--- src/rtl/sdram_wr_seq.sv ---
// SDRAM write sequencer: turns burst requests plus a write-data stream into registered cmd/addr/data beats.
// Optional macro SDRAM_WR_SEQ_GAP_EN inserts a one-cycle GAP state between bursts.
module sdram_wr_seq #(
  parameter int DATA_SZ_P = 32,
  parameter int ADDR_SZ_P = 10,
  parameter int LEN_SZ_P  = 8
) (
  input  logic                 clk,
  input  logic                 reset,
  input  logic                 burst_valid,
  output logic                 burst_ready,
  input  logic [ADDR_SZ_P-1:0] burst_addr,
  input  logic [LEN_SZ_P-1:0]  burst_len,
  input  logic                 wdata_valid,
  output logic                 wdata_ready,
  input  logic [DATA_SZ_P-1:0] wdata,
  output logic                 cmd,
  output logic [ADDR_SZ_P-1:0] addr,
  output logic [DATA_SZ_P-1:0] data,
  output logic                 busy,
  output logic                 done
);

`ifdef SDRAM_WR_SEQ_GAP_EN
  typedef enum logic [1:0] {IDLE = 2'd0, BURST = 2'd1, GAP = 2'd2} state_t;
`else
  typedef enum logic [1:0] {IDLE = 2'd0, BURST = 2'd1} state_t;
`endif

  state_t                 state;
  state_t                 state_nxt;
  logic [ADDR_SZ_P-1:0]   cur_addr;
  logic [ADDR_SZ_P-1:0]   cur_addr_inc;
  logic [LEN_SZ_P-1:0]    len_lat;
  logic [LEN_SZ_P-1:0]    cnt;
  logic [LEN_SZ_P-1:0]    cnt_inc;
  logic                   burst_fire;
  logic                   beat_fire;
  logic                   last_beat;
  logic                   len_zero;

  assign burst_ready  = (state == IDLE);
  assign wdata_ready  = (state == BURST);
  assign busy         = (state != IDLE);
  assign burst_fire   = burst_valid & burst_ready;
  assign beat_fire    = wdata_valid & wdata_ready;
  assign len_zero     = (burst_len == {LEN_SZ_P{1'b0}});
  assign cnt_inc      = cnt + {{(LEN_SZ_P-1){1'b0}}, 1'b1};
  assign cur_addr_inc = cur_addr + {{(ADDR_SZ_P-1){1'b0}}, 1'b1};
  // The beat whose incremented count reaches the latched length is the last one.
  assign last_beat    = beat_fire & (cnt_inc == len_lat);

  // State register.
  always_ff @(posedge clk) begin
    if (reset) begin
      state <= IDLE;
    end else begin
      state <= state_nxt;
    end
  end

  // Next-state decode.
  always_comb begin
    state_nxt = state;
    case (state)
      IDLE: begin
        if (burst_fire && !len_zero) begin
          state_nxt = BURST;
        end else begin
          state_nxt = IDLE;
        end
      end
      BURST: begin
        if (last_beat) begin
`ifdef SDRAM_WR_SEQ_GAP_EN
          state_nxt = GAP;
`else
          state_nxt = IDLE;
`endif
        end else begin
          state_nxt = BURST;
        end
      end
`ifdef SDRAM_WR_SEQ_GAP_EN
      GAP:     state_nxt = IDLE;
`endif
      default: state_nxt = IDLE;
    endcase
  end

  // Burst bookkeeping and registered SDRAM beat outputs; addr/data hold between beats.
  always_ff @(posedge clk) begin
    if (reset) begin
      cmd      <= 1'b0;
      addr     <= {ADDR_SZ_P{1'b0}};
      data     <= {DATA_SZ_P{1'b0}};
      done     <= 1'b0;
      cur_addr <= {ADDR_SZ_P{1'b0}};
      len_lat  <= {LEN_SZ_P{1'b0}};
      cnt      <= {LEN_SZ_P{1'b0}};
    end else begin
      cmd  <= beat_fire;
      done <= (burst_fire & len_zero) | last_beat;
      if (burst_fire && !len_zero) begin
        cur_addr <= burst_addr;
        len_lat  <= burst_len;
        cnt      <= {LEN_SZ_P{1'b0}};
      end
      if (beat_fire) begin
        addr     <= cur_addr;
        data     <= wdata;
        cur_addr <= cur_addr_inc;
        cnt      <= cnt_inc;
      end
    end
  end

endmodule
--- config.mk ---
export PLATFORM = sky130hd
export DESIGN_NAME = sdram_wr_seq
export DESIGN_NICKNAME = d
export VERILOG_FILES = /design/src/rtl/sdram_wr_seq.sv
export SDC_FILE = /design/constraint.sdc
export NUM_CORES = 1
export LEC_CHECK = 0
export BUFFER_PORTS_ARGS = -buffer_cell sky130_fd_sc_hd__buf_2
export CORE_MARGIN = 4
export CORE_UTILIZATION = 50
export CTS_CLUSTER_DIAMETER = 150
export DETAILED_ROUTE_END_ITERATION = 7
export GPL_TIMING_DRIVEN = 0
export MAX_ROUTING_LAYER = met4
export PLACE_DENSITY = 0.91
export SYNTH_ARGS = -nofsm -noshare
export SYNTH_HDL_FRONTEND = slang
export SYNTH_SLANG_ARGS = --single-unit
--- constraint.sdc ---
create_clock -name clk -period 1.7 [get_ports clk]
set_input_delay 0.17 -clock clk [delete_from_list [all_inputs] [get_ports clk]]
set_output_delay 0.17 -clock clk [all_outputs]
set_load 0.1 [all_outputs]
==> out/summary.txt, run 1 <==
Final Cycle Share - 0.933
setup bufs post-CTS - 0
fmax - 631 MHz
crit path kind - flop to flop
Clock Root Buffer - clkbuf_8
number of port buffers - 99
Synth top area share - 0.473
layout cells sized above 1 - 0.296
Hold Vio Cnt, Final - 0
Inst Count DP - 553
Layout Nets - 546
antenna-violating nets left - 0
Max Cap Violations - 0
dominant cells by area after synthesis - dfxtp_1 47%, nand2_1 14%, a21oi_1 11%
drt pass-1 iters - 4
data arrival time of the worst path - 1.83 ns
Hold Crit Class - primary input to flop
post-synthesis cell count - 382
drt wl/cell - 14.1 microns
Detail Placement HPWL - 5870 microns
Placer Congestion - 0.883
final core occ - 0.676
status - finished, final reports clean
clk_skew - 0.00828 ns
min Tclk post-route - 1.59 ns
# diodes - 0
syn nets - 438
Final Max Slew Viols - 0
CTS Sinks - 71
Avg Cell Area, Syn - 7.87 sq um
Finished Layout Cells - 566
count of final setup violators - 0
io pins - 101
commonest non-fill, non-tap cells in the layout - 112 x nand2_1, 103 x buf_2, 68 x a21oi_1
FFs w/ async S/R, synth - 0
GRT Total Usage - 0.223
Post-synth EDFFs - 0
FP Rows - 27
worst slew pin tran - 0.551 ns
Seq cells post-synth - 71
Yosys warnings - 0
initial antenna violation count - 0
Most used DFF post-synth - dfxtp_1
die height - 85.5 microns
Via-to-Cell Ratio - 5.40
Clock transition at path regs - 0.08 ns
first-pass GRT wire length - 12,900 microns
Leakage - 1.64 nW
DRT iter0 DRCs - 136
sequential-to-total area share from yosys stat - 0.473
die area - 7320 sq um
nature of the critical path startpoint - flop
RSZ-0062 raised after global routing - no
CTS buffer count - 9
drt total wl - 7960 microns
Slew headroom - 0.633
pwr dens - 1020 nW/um^2
Hold WS - 0.0568 ns
DR DRC count - 0
area leader, netlist - dfxtp_1
DIE WIDTH - 85.5 microns
pin count of the biggest net entering global routing - 13
Worst Path Max Fanout - 9
vias in the first global route - 2,826
Clock Latency Late Sink - 0.34 ns
gr ovfl total - 0
H-tree depth - 3
Synth-to-Final Area Change - 27.7%
clk buf depth - 2
Netlist cell types - 46
core area - 5680 sq um
initial core utilization - 0.530
Crit path required time - 1.94 ns
maximum VDD drop - 0.520 mV
Worst Setup End Kind - flop
most common cell after layout, fill and taps aside - nand2_1
total number of vias - 3,058
post-synthesis cell area - 3010 sq um
CTS tree - yes
[flip-flops by register name, summed over array words and instances, names as in the netlist]
| name | count |
|---|---|
| state | 1 |
| cnt | 8 |
| data | 32 |
| done | 1 |
| len_lat | 8 |
| cur_addr | 10 |
| cmd | 1 |
| addr | 10 |
[what timing repair did]
action | in CTS | in global routing
resized for setup | 4 | 13
endpoints found under the setup margin | 25 | 27
hold buffers | 0 | 0
cloned | 0 | 0
pin swaps | 0 | 2
[routing by layer]
metal,routed length [microns],vias to the layer above,track usage
li1,-,1508,-
met1,3330,1404,0.269
met2,3810,126,0.368
met3,642,20,0.0384
met4,175,0,0.0978
met5,0,-,-
[layout make-up]
class | instances | area, sq um
multi-input combinational | 284 | 1500
fill | 501 | 1840
timing repair buffer | 99 | 495
buffer | 24 | 119
sequential | 71 | 1430
clock buffer | 10 | 149
tap | 72 | 90.1
clock inverter | 5 | 56.3
inverter | 1 | 3.75
[critical path: stages, from the launching register on]
cell and delay (ns):
dfxtp_1 0.45, and3_2 0.31, a21oi_1 0.09, nor4_1 0.31
nand4_1 0.16, and2_1 0.16
[power by group]
| group | total [mW] | switching, mW | internal, mW |
|---|---|---|---|
| sequential | 1.79 | 0.0587 | 1.74 |
| combinational | 0.737 | 0.552 | 0.184 |
| clock | 1.38 | 0.627 | 0.756 |
| total | 3.91 | 1.24 | 2.67 |
[synthesized netlist by cell type, types with 2 or more instances]
cell type,instances
nor4_1,2
dfxtp_1,71
a211oi_1,2
a21oi_1,68
nand4_1,3
mux2_4,2
buf_1,2
nand2b_1,4
nand3_1,8
xnor2_1,5
nand2_1,113
clkbuf_1,18
and3_1,4
ha_1,2
buf_4,2
a22oi_1,3
buf_2,3
and4_1,2
nor2_1,20
or4_4,2
o21ai_0,11
xor2_1,3
nor3_1,5
and2_1,4
a21oi_2,2
[stage by stage]
step | cell area (sq um) | power [mW] | setup TNS (ns) | setup slack, ns
2_1_floorplan | 3020 | 2.38 | 0 | 0.0410
3_3_place_gp | 3600 | 2.54 | -0.520 | -0.0487
3_5_place_dp | 3600 | 2.56 | -1.43 | -0.0850
4_1_cts | 3800 | 3.92 | 0 | 0.0283
5_1_grt | 3840 | 4.07 | 0 | 0.00293
6_report | 3840 | 3.91 | 0 | 0.114
[worst paths after layout]
kind              cells after the start                    end  slack (ns)                   from
setup / recovery                      5    state[0]$_SDFF_PP0_        0.11    cnt[2]$_SDFFE_PP0P_
hold / removal                        3   data[0]$_SDFFE_PP0P_        0.06               wdata[0]
setup reg to reg                      5    state[0]$_SDFF_PP0_        0.11    cnt[2]$_SDFFE_PP0P_
hold reg to reg                       2  data[18]$_SDFFE_PP0P_        0.45  data[18]$_SDFFE_PP0P_
[logic make-up (layout without fill, tap and decap cells)]
logic type      count (synthesis)  count (layout)  synth area share
fa+ha+maj                       2               2           0.00832
simple gates                  174             174             0.258
xor+xnor                        8               8            0.0233
compound gates                 98              98             0.188
flops                          71              71             0.473
mux                             2               2           0.00999
buf+inv                        27             139            0.0399
(Power assumes the default switching activity.)
==> inputs of run 2 (changes only) <==
PLACE_DENSITY = 0.79   (was 0.91)
==> run 2 against run 1 <==
Net effect:
- core utilization about the same
- fmax increased by 0.16%
- die area unchanged
- cell area about the same
- power increased by 0.14%
- sequential power about the same
- worst hold slack got worse by 0.0023 ns
- critical path type unchanged
- largest power group unchanged
==> out/summary.txt, run 2 (synthesis gave the netlist of run 1 again) <==
status - finished, final reports clean
slowest stage cell, crit path - dfxtp_4
Final Cycle Share - 0.931 (-0.00149)
Hold Vio Cnt, Final - 0 (unchanged)
min Tclk post-route - 1.58 ns (-0.00253 ns)
internal power - 2.67 mW (about the same)
initial core utilization - 0.530 (unchanged)
Clock transition at path regs - 0.08 ns (about the same)
initial antenna violation count - 0 (unchanged)
count of final setup violators - 0 (unchanged)
Max stage delay on crit path - 0.37 ns (-0.08 ns)
data arrival time of the worst path - 1.83 ns (about the same)
DRT iter0 DRCs - 224 (+65%)
DIE WIDTH - 85.5 microns (unchanged)
number of port buffers - 99 (unchanged)
Layout Nets - 546 (unchanged)
core area - 5680 sq um (unchanged)
largest registers - data x32, addr x10, cur_addr x10
nature of the critical path startpoint - flop
Hold Crit Class - primary input to flop
first-pass GRT wire length - 12,800 microns (-0.85%)
DR DRC count - 0 (unchanged)
crit path kind - flop to flop
Worst Setup End Kind - flop
sequential share of power - 0.457 (about the same)
CTS buffer count - 9 (unchanged)
Detail Placement HPWL - 5700 microns (-3.0%)
drt wl/cell - 14.1 microns (about the same)
total number of vias - 3,018 (-1.3%)
switching part of the total - 0.318 (+0.00128)
io pins - 101 (unchanged)
Slew headroom - 0.618 (-0.0145)
Logic pwr share - 0.188 (about the same)
Via-to-Cell Ratio - 5.33 (-1.3%)
gr ovfl total - 0 (unchanged)
critical path, cell by cell - and2_1, buf_2, o2111ai_1, a211oi_1, nand4_1, and2_1
Worst Path Max Fanout - 8 (-1)
Leakage - 1.64 nW (about the same)
Switch Pwr - 1.25 mW (+0.54%)
clk buf depth - 2 (unchanged)
fmax - 632 MHz (+0.16%)
number of flip-flops in the largest register - 32 (unchanged)
maximum VDD drop - 0.581 mV (+12%)
worst slew pin tran - 0.573 ns (+0.0218 ns)
FP Rows - 27 (unchanged)
drt total wl - 7960 microns (about the same)
clk_skew - 0.00853 ns (+0.000247 ns)
Placer Congestion - 0.829 (-6.1%)
H-tree depth - 3 (unchanged)
# fillers - 481 (-4.0%)
commonest non-fill, non-tap cells in the layout - 112 x nand2_1, 103 x buf_2, 68 x a21oi_1
die height - 85.5 microns (unchanged)
CTS Sinks - 71 (unchanged)
Clock Root Buffer - clkbuf_8
vias in the first global route - 2,816 (-0.35%)
Biggest register - data
Clock Latency Late Sink - 0.35 ns (about the same)
pin count of the biggest net entering global routing - 13 (unchanged)
Max Cap Violations - 0 (unchanged)
drt pass-1 iters - 5 (+1)
clock network power share - 0.355 (+0.002)
die area - 7320 sq um (unchanged)
CTS tree - yes
RSZ-0062 raised after global routing - no
Worst path most repeated cell - and2_1
antenna-violating nets left - 0 (unchanged)
Hold WS - 0.0544 ns (-0.00235 ns)
Final Max Slew Viols - 0 (unchanged)
Synth-to-Final Area Change - 27.7% (about the same)
pwr dens - 1020 nW/um^2 (+0.11%)
# diodes - 0 (unchanged)
layout cells sized above 1 - 0.298 (+0.00202)
hold buffer count at cts - 0 (unchanged)
most common cell after layout, fill and taps aside - nand2_1
GRT Total Usage - 0.222 (-0.00124)
final core occ - 0.677 (about the same)
Crit path required time - 1.95 ns (about the same)
run 2: final cells by class:
type / instances / area, sq um / share of cell area
Timing Repair Buffer: 99 / 495 / 0.129
Tap cell: 72 / 90.1 / 0.0235
Sequential cell: 71 / 1430 / 0.373
Buffer: 24 / 116 / 0.0303
Multi-Input combinational cell: 284 / 1500 / 0.390
Clock inverter: 5 / 56.3 / 0.0147
Clock buffer: 10 / 149 / 0.0388
Inverter: 1 / 3.75 / 0.000978
run 2: worst max-delay path: cells and delay by family (launching register included):
kind,cells,cell delay (ns)
compound gates,2,0.43
simple gates,3,0.42
flops,1,0.37
buf+inv,1,0.25
run 2: routing by layer:
metal	part of all wire	track usage
met3	0.076	0.0490
met4	0.019	0.102
met2	0.46	0.347
met5	0	-
met1	0.45	0.274
run 2: final timing paths:
kind	slack, ns	from	cells after the start	to
worst min-delay path	0.05	wdata[29]	3	data[29]$_SDFFE_PP0P_
worst max register to register	0.12	state[0]$_SDFF_PP0_	6	state[0]$_SDFF_PP0_
worst min register to register	0.45	data[24]$_SDFFE_PP0P_	2	data[24]$_SDFFE_PP0P_
worst max-delay path	0.12	state[0]$_SDFF_PP0_	6	state[0]$_SDFF_PP0_
run 2: what timing repair did:
item / in CTS / in global routing
pin swaps: 0 / 1
setup endpoints to repair: 24 / 26
gates resized for setup: 4 / 13
setup buffers: 0 / 0
run 2: through the flow:
| step | cell area (sq um) | setup TNS (ns) | instances | total power [mW] | setup slack, ns |
|---|---|---|---|---|---|
| floorplan | 3020 | 0 | 382 | 2.38 | 0.0410 |
| global placement | 3600 | -1.60 | 553 | 2.55 | -0.126 |
| detailed placement | 3600 | -2.64 | 553 | 2.56 | -0.189 |
| CTS | 3800 | 0 | 566 | 3.93 | 0.00493 |
| global route | 3840 | 0 | 566 | 4.07 | 0.00274 |
| finish | 3840 | 0 | 566 | 3.92 | 0.117 |
run 2: power by group through the flow:
stage / clock (mW) / combinational (mW) / sequential (mW)
5_1_grt: 1.48 / 0.785 / 1.80
4_1_cts: 1.40 / 0.735 / 1.79
6_report: 1.39 / 0.736 / 1.79
3_3_place_gp: 0 / 0.722 / 1.83
3_5_place_dp: 0 / 0.731 / 1.83
2_1_floorplan: 0 / 0.271 / 2.11
==> inputs of run 3 (changes only) <==
MAX_ROUTING_LAYER = unset   (was met4)
==> run 3 against run 2 <==
Net effect:
- sequential cell count unchanged
- global-route usage down 0.64 points
- final cell count unchanged
- clock-buffer cell count unchanged
- first-iteration DRC count down 15%
- cell area unchanged
- die area unchanged
- wire length down 0.20%
- clock power about the same
- core utilization unchanged
- power about the same
- largest cell class unchanged
- largest power group unchanged
- highest routed layer unchanged
==> out/summary.txt, run 3 (synthesis gave the netlist of run 1 again) <==
status - finished, final reports clean
maximum VDD drop - 0.580 mV (-0.10%)
Worst path most repeated cell - and2_1
GRT Total Usage - 0.216 (-0.00639)
Layout Nets - 546 (unchanged)
H-tree depth - 3 (unchanged)
CTS buffer count - 9 (unchanged)
first-pass GRT wire length - 12,800 microns (unchanged)
Final Power - 3.92 mW (about the same)
CP delay by family, top - compound AO/OA/AOI/OAI gates
number of flip-flops in the largest register - 32 (unchanged)
# diodes - 0 (unchanged)
die height - 85.5 microns (unchanged)
clk buf depth - 2 (unchanged)
layout cells sized above 1 - 0.298 (unchanged)
min Tclk post-route - 1.59 ns (+0.00516 ns)
Crit path required time - 1.94 ns (about the same)
sequential share of power - 0.458 (about the same)
initial antenna violation count - 0 (unchanged)
DRT iter0 DRCs - 191 (-15%)
initial core utilization - 0.530 (unchanged)
Hold Crit Class - primary input to flop
internal power - 2.67 mW (about the same)
Worst Path Max Fanout - 8 (unchanged)
crit path buf inv count - 1 (unchanged)
io pins - 101 (unchanged)
Final Max Slew Viols - 0 (unchanged)
drt pass-1 iters - 5 (unchanged)
gr ovfl total - 0 (unchanged)
post-layout worst setup margin - 0.112 ns (-0.00516 ns)
Via-to-Cell Ratio - 5.31 (-0.43%)
Final Cycle Share - 0.934 (+0.00303)
# fillers - 481 (unchanged)
number of port buffers - 99 (unchanged)
Inst Count DP - 553 (unchanged)
nature of the critical path startpoint - flop
critical path, cell by cell - and2_1, buf_2, o2111ai_1, a211oi_1, nand4_1, and2_1
Max stage delay on crit path - 0.37 ns (about the same)
pin count of the biggest net entering global routing - 13 (unchanged)
slowest stage cell, crit path - dfxtp_4
fmax - 630 MHz (-0.32%)
commonest non-fill, non-tap cells in the layout - 112 x nand2_1, 103 x buf_2, 68 x a21oi_1
TNS Setup - 0 ns (unchanged)
data arrival time of the worst path - 1.83 ns (about the same)
Slew headroom - 0.618 (about the same)
FP Rows - 27 (unchanged)
pre-CTS setup slack - -0.189 ns (unchanged)
hold buffer count at cts - 0 (unchanged)
clk_skew - 0.00702 ns (-0.00150 ns)
total number of vias - 3,005 (-0.43%)
largest registers - data x32, addr x10, cur_addr x10
drt wl/cell - 14.0 microns (-0.20%)
DR DRC count - 0 (unchanged)
drt total wl - 7940 microns (-0.20%)
setup bufs post-CTS - 0 (unchanged)
Switch Pwr - 1.24 mW (-0.10%)
antenna-violating nets left - 0 (unchanged)
Worst Setup End Kind - flop
CTS Sinks - 71 (unchanged)
Clock Root Buffer - clkbuf_8
Detail Placement HPWL - 5700 microns (unchanged)
Hold Vio Cnt, Final - 0 (unchanged)
Clock Latency Late Sink - 0.34 ns (about the same)
RSZ-0062 raised after global routing - no
pwr dens - 1020 nW/um^2 (about the same)
Max Cap Violations - 0 (unchanged)
Leakage - 1.64 nW (unchanged)
fin area - 3840 sq um (unchanged)
vias in the first global route - 2,815 (-0.036%)
core area - 5680 sq um (unchanged)
Clock transition at path regs - 0.08 ns (about the same)
placed inst area - 3600 sq um (unchanged)
Logic pwr share - 0.188 (about the same)
clock network power share - 0.355 (about the same)
most common cell after layout, fill and taps aside - nand2_1
die area - 7320 sq um (unchanged)
Placer Congestion - 0.817 (-1.5%)
count of final setup violators - 0 (unchanged)
DIE WIDTH - 85.5 microns (unchanged)
Synth-to-Final Area Change - 27.7% (unchanged)
switching part of the total - 0.317 (about the same)
Biggest register - data
worst slew pin tran - 0.573 ns (+0.000588 ns)
CTS tree - yes
Finished Layout Cells - 566 (unchanged)
crit path kind - flop to flop
## run 3: cell counts in the layout (fill, tap and decap cells not counted)
Identical to the previous run, type by type.
## run 3: metrics by stage
| stage | hold WS, ns | util |
|---|---|---|
| after floorplan | 0.306 | - |
| after global placement | 0.410 | 0.634 |
| after detailed placement | 0.418 | 0.634 |
| after CTS | 0.0457 | 0.670 |
| after global routing | 0.0481 | 0.677 |
| final | 0.0559 | 0.677 |
## run 3: layer usage
layer | track usage | vias to the layer above | share of wire
li1 | - | 1521 | -
met1 | 0.271 | 1351 | 0.44
met2 | 0.347 | 120 | 0.46
met3 | 0.0538 | 13 | 0.087
met4 | 0.102 | 0 | 0.018
met5 | 0 | - | 0
## run 3: path summary, 6_finish.rpt
kind,cells after the start,slack (ns),endpoint,start
worst max register to register,6,0.11,state[0]$_SDFF_PP0_,state[0]$_SDFF_PP0_
worst max-delay path,6,0.11,state[0]$_SDFF_PP0_,state[0]$_SDFF_PP0_
worst min register to register,2,0.45,data[24]$_SDFFE_PP0P_,data[24]$_SDFFE_PP0P_
worst min-delay path,3,0.06,data[29]$_SDFFE_PP0P_,wdata[29]
## run 3: what timing repair did
action,in CTS,in global routing
setup endpoints to repair,24,26
gates resized for setup,4,13
pin swaps,0,1
## run 3: area by class of cell
type                    count  area [sq um]  area share
flip-flops and latches     71          1430       0.373
multi-input cells         284          1500       0.390
plain buffers              24           116      0.0303
inverters                   1          3.75    0.000978
well taps                  72          90.1      0.0235
clock buffers              10           149      0.0388
clock inverters             5          56.3      0.0147
repair buffers             99           495       0.129
## run 3: power groups by stage
stage / clock (mW) / sequential (mW) / combinational, mW
3_5_place_dp: 0 / 1.83 / 0.731
3_3_place_gp: 0 / 1.83 / 0.722
6_report: 1.39 / 1.79 / 0.736
5_1_grt: 1.48 / 1.80 / 0.785
2_1_floorplan: 0 / 2.11 / 0.271
4_1_cts: 1.40 / 1.79 / 0.735
## run 3: worst min-delay path: stages
cell	delay [ns]
buf_2	0.10
nand2_1	0.05
a21oi_1	0.05
